$ cat config.mk
export PLATFORM = sky130hd
export DESIGN_NAME = mac_rr_scheduler
export DESIGN_NICKNAME = d
export VERILOG_FILES = /design/src/rtl/mac_rr_scheduler.sv
export SDC_FILE = /design/constraint.sdc
export NUM_CORES = 1
export LEC_CHECK = 0
export BUFFER_PORTS_ARGS = -buffer_cell sky130_fd_sc_hd__buf_4
export CAP_MARGIN = 0
export CORE_AREA = 2 2 169 171
export DETAILED_ROUTE_END_ITERATION = 10
export DIE_AREA = 0 0 171 173
export GPL_ROUTABILITY_DRIVEN = 0
export GPL_TIMING_DRIVEN = 0
export PLACE_DENSITY = 0.75
export RECOVER_POWER = 100
export SETUP_SLACK_MARGIN = 0.02
export SYNTH_ARGS = -nofsm -noshare
export SYNTH_HDL_FRONTEND = slang
export SYNTH_SLANG_ARGS = --single-unit
$ cat constraint.sdc
create_clock -name clk -period 7.25 [get_ports clk]
set_input_delay 0.725 -clock clk [delete_from_list [all_inputs] [get_ports clk]]
set_output_delay 0.725 -clock clk [all_outputs]
set_load 0.005 [all_outputs]
$ cat src/rtl/mac_rr_scheduler.sv
// rtl/mac_rr_scheduler.sv - round-robin shared signed MAC dot-product scheduler
module mac_rr_scheduler #(
    parameter int NREQ = 2,
    parameter int DW   = 16,
    parameter int AW   = 32,
    parameter int LENW = 8,
    parameter int IDW  = (NREQ > 1) ? $clog2(NREQ) : 1
) (
    input  logic                 clk,
    input  logic                 reset,
    input  logic [NREQ-1:0]      req,
    input  logic [NREQ*LENW-1:0] len,
    input  logic [NREQ-1:0]      in_valid,
    input  logic [NREQ*DW-1:0]   in_a,
    input  logic [NREQ*DW-1:0]   in_b,
    output logic [NREQ-1:0]      in_ready,
    output logic                 res_valid,
    output logic [AW-1:0]        res_data,
    output logic [IDW-1:0]       res_id,
    input  logic                 res_ready,
    output logic                 busy
);

    typedef enum logic [1:0] {IDLE, STREAM, DRAIN, OUT} state_t;

    state_t                 state, state_nx;
    logic [IDW-1:0]         gid, rr_ptr, grant_id;
    logic                   grant_found;
    logic [LENW-1:0]        len_q, count, grant_len;
    logic                   s1_v;
    logic signed [DW-1:0]   s1_a, s1_b;
    logic signed [AW-1:0]   acc;
    logic signed [2*DW-1:0] prod;
    logic signed [AW-1:0]   prod_ext;
    logic                   fire, last_pair;
    int                     idx;

    // First requesting index at or above the rr pointer, wrapping at NREQ.
    always_comb begin
        grant_found = 1'b0;
        grant_id    = '0;
        idx         = 0;
        for (int k = 0; k < NREQ; k++) begin
            idx = int'(rr_ptr) + k;
            if (idx >= NREQ) idx = idx - NREQ;
            if (!grant_found && req[idx]) begin
                grant_found = 1'b1;
                grant_id    = IDW'(idx);
            end
        end
    end

    assign grant_len = len[grant_id*LENW +: LENW];
    assign fire      = (state == STREAM) && in_valid[gid];
    assign last_pair = fire && (count == len_q - LENW'(1));
    assign prod      = s1_a * s1_b;
    assign prod_ext  = AW'(prod);

    always_ff @(posedge clk or negedge reset) begin
        if (!reset) state <= IDLE;
        else        state <= state_nx;
    end

    always_comb begin
        state_nx = state;
        in_ready = '0;
        case (state)
            IDLE: begin
                if (grant_found)
                    state_nx = (grant_len == '0) ? OUT : STREAM;
            end
            STREAM: begin
                in_ready[gid] = 1'b1;
                if (last_pair) state_nx = DRAIN;
            end
            DRAIN: state_nx = OUT;
            OUT: begin
                if (res_ready) state_nx = IDLE;
            end
            default: state_nx = IDLE;
        endcase
    end

    always_ff @(posedge clk or negedge reset) begin
        if (!reset) begin
            gid    <= '0;
            rr_ptr <= '0;
            len_q  <= '0;
            count  <= '0;
            acc    <= '0;
            s1_v   <= 1'b0;
            s1_a   <= '0;
            s1_b   <= '0;
        end else begin
            s1_v <= fire;
            if (fire) begin
                s1_a  <= in_a[gid*DW +: DW];
                s1_b  <= in_b[gid*DW +: DW];
                count <= count + LENW'(1);
            end
            // Stage 1 is never valid in IDLE, so clearing here cannot drop a product.
            if (state == IDLE && grant_found) begin
                gid   <= grant_id;
                len_q <= grant_len;
                count <= '0;
                acc   <= '0;
            end else if (s1_v) begin
                acc <= acc + prod_ext;
            end
            if (state == OUT && res_ready)
                rr_ptr <= (gid == IDW'(NREQ - 1)) ? '0 : gid + IDW'(1);
        end
    end

    assign res_valid = (state == OUT);
    assign res_data  = res_valid ? acc : '0;
    assign res_id    = res_valid ? gid : '0;
    assign busy      = (state != IDLE);

endmodule
==> metrics.txt <==
status finished, violations left; failing checks capacitance limit, slew limit; Remaining Overflow, GRT 0; wire length per cell 19.1 µm; total CTS buffers 9; # IOs ~120; Crit-path slowest cell dfrtp_1; die width between 150 and 200 µm; Initial DRC Count 727; Seq cells post-synth 85; Core Util, Final 60.9%; worst setup margin 0.179 ns; DRT Wirelength 40800 µm; Tcrit/Tclk final approximately 98%; synthesized instance count approximately 1600; Hold Violations, Final 0; synthesized area 0.0151 mm²; crit path kind reg -> reg; Rel. slew slack -232%; placed insts 2117; Yosys warnings 0; Worst-Margin Slew about 5.0 ns; syn avg cell area about 9.3 µm²; max-slew violations 86; Max Freq 141 MHz; fin cells 2133; die footprint between 0.02 and 0.03 mm²; DR DRC count 0; CTS sink cnt 85; ANT cells 0; crit path buf inv count 5; post-synthesis sequential area ratio 14.1%; Max stage delay on crit path just under 0.6 ns; Top cell by count, worst path fa_1; post-place setup slack -0.226 ns; ordered list of cells on the worst path clkbuf_2 -> nand2_1 -> fa_1 -> fa_1 -> fa_1 -> inv_1 -> ha_1 -> fa_1 -> inv_1 -> fa_1 -> inv_1 -> ha_1 -> a2111oi_0 -> a21oi_1 -> a221oi_4 -> buf_4 -> nor3_1 -> o41a_1 -> a41o_1 -> nor4_1 -> nor4_2; crit-path max FO 10; Port-buffer cells 123; Tmin final 7.07 ns; First-pass DRT Iterations 7; Initial Util 54.6%; largest net degree at the start of global routing 86; HP Class reg -> reg; Clock Latency Late Sink 0.38 ns; clk slew on worst S/H paths 0.09 ns; EDFF count, synth 0; share of layout cells above drive strength 1 9.57%; GRT Total Usage 28.9%; Top delay family on crit path adder cells; Worst Path Arrival 7.29 ns; CP endpoint kind flip-flop; crit start category flip-flop; hold_buf cts 0; layout overhead on the synthesized area 11.4%; Rows about 60; CTS tree built; Synth Net Count 2099; ys async rst share 100%; Routed Antenna Nets 0; Clock Path Buffers 2; htree depth 3; Max Clock Skew 0.0246 ns; number of global-route vias before repair 12300; Via Count 11600; Synth cell types 53; clock root cell clkbuf_16; DIE HEIGHT 173 µm; placed wire-length estimate 33400 µm; global-route wire length before repair approximately 66000 µm; Worst Path Required 7.47 ns; antenna violations before repair 2; Core Area 0.0276 mm²; drt via density between 5 and 6; Final TNS setup 0 ns; dominant synthesized flop cell dfrtp_1; max_cap viols 1; final setup fails 0; nets@finish 2233; RSZ-0062 raised after global routing no
==> final timing paths <==
kind                              start  cells past startpoint  endpoint  slack [ns]
worst max-delay path            s1_a[8]                     21   acc[31]        0.18
max in group asynchronous         reset                      1   s1_a[6]        1.92
min in group asynchronous         reset                      1   acc[15]        2.13
worst min register to register   rr_ptr                      2    rr_ptr        0.49
worst max register to register  s1_a[8]                     21   acc[31]        0.18
worst min-delay path             rr_ptr                      2    rr_ptr        0.49
==> worst min-delay path, cell delays in order, from the launching register on <==
cell     delay, ns
dfrtp_1       0.35
nand2_1       0.04
o21ai_0       0.06
==> through the flow <==
step                cell area [µm²]  hold WS, ns
floorplan                     15100        0.429
global placement              16500        0.459
detailed placement            16500        0.468
CTS                           16800        0.488
global route                  16800        0.539
finish                        16800        0.490
==> registers in the layout, summed over array words and instances (netlist names) <==
register / count
acc: 32
count: 8
gid: 1
len_q: 8
rr_ptr: 1
s1_a: 16
s1_b: 16
s1_v: 1
state: 2
==> layout by cell type (no fill, tap or decap), types with 3 or more instances in the layout <==
cell and n:
a211o_1 4, a211oi_1 8, a21o_1 6, a21oi_1 31
a31oi_1 5, and2_0 31, and2_1 124, and3_1 3
buf_4 118, clkbuf_1 48, clkbuf_16 9, clkbuf_2 16
clkbuf_4 5, clkinv_8 3, dfrtp_1 82, dfrtp_2 3
fa_1 291, ha_1 104, inv_1 342, mux2i_1 64
nand2_1 187, nand2b_1 7, nand3_1 13, nand4_1 3
nor2_1 67, nor2b_1 4, nor4_1 7, o21ai_0 65
o21ai_1 3, o21bai_1 4, xnor2_1 39, xor2_1 18
==> layer usage <==
| metal | part of all wire [%] | vias up | GRT usage [%] | routed length [µm] |
|---|---|---|---|---|
| li1 | - | 5145 | - | - |
| met1 | 40 | 5901 | 37.9 | 16500 |
| met2 | 49 | 448 | 48.1 | 19900 |
| met3 | 7.2 | 103 | 5.97 | 2950 |
| met5 | 0.029 | - | 0 | 12 |
| met4 | 3.8 | 2 | 9.25 | 1530 |
==> logic make-up after synthesis <==
family	count (synthesis)	synth area share (%)
buffers and inverters	409	10.2
AOI/OAI and AO/OA	149	6.12
DFF	85	14.1
xor gates and xnor gates	57	3.31
muxes	65	4.32
adders and majority gates	396	47.3
and+or+nand+nor	455	14.7
==> repair_timing <==
item,CTS,global route
buffers inserted,0,4
pin swaps,0,1
gates resized for setup,5,32
endpoints found under the setup margin,2,6
==> cells in the mapped netlist, types with 2 or more instances <==
library cell	number	area [µm²]
inv_1	343	1290
xor2_1	18	158
dfrtp_1	85	2130
a211o_1	4	35.0
o21ai_1	4	20.0
a2111oi_0	2	17.5
nand4_1	3	18.8
o21ai_0	64	320
o31ai_1	2	15.0
nor2b_1	4	25.0
clkbuf_1	62	233
buf_1	4	15.0
mux2i_1	64	641
nand2b_1	7	43.8
or3_1	2	12.5
a211oi_1	8	60.1
a31oi_1	5	31.3
a21o_2	2	17.5
a21oi_1	30	150
nand3_1	13	65.1
nor2_1	66	248
and3_1	3	18.8
o21bai_1	4	30.0
a21o_1	6	45.0
ha_1	104	1300
and2_1	155	970
nor4_1	7	43.8
fa_1	292	5850
nand2_1	187	702
o211ai_1	2	15.0
o21a_1	2	15.0
or2_2	2	12.5
xnor2_1	39	342
nand3b_1	2	15.0
==> cell type report <==
| class | instances | area, µm² |
|---|---|---|
| Buffer | 62 | 254 |
| Clock buffer | 9 | 225 |
| Clock inverter | 7 | 86.3 |
| Fill cell | 2375 | 10800 |
| Inverter | 343 | 1290 |
| Multi-Input combinational cell | 1122 | 11400 |
| Sequential cell | 85 | 2130 |
| Tap cell | 378 | 473 |
| Timing Repair Buffer | 127 | 938 |
Power is left out: the tool's default activity adds up to more than one toggle a clock period on the data nets, which glitch-free logic cannot reach.
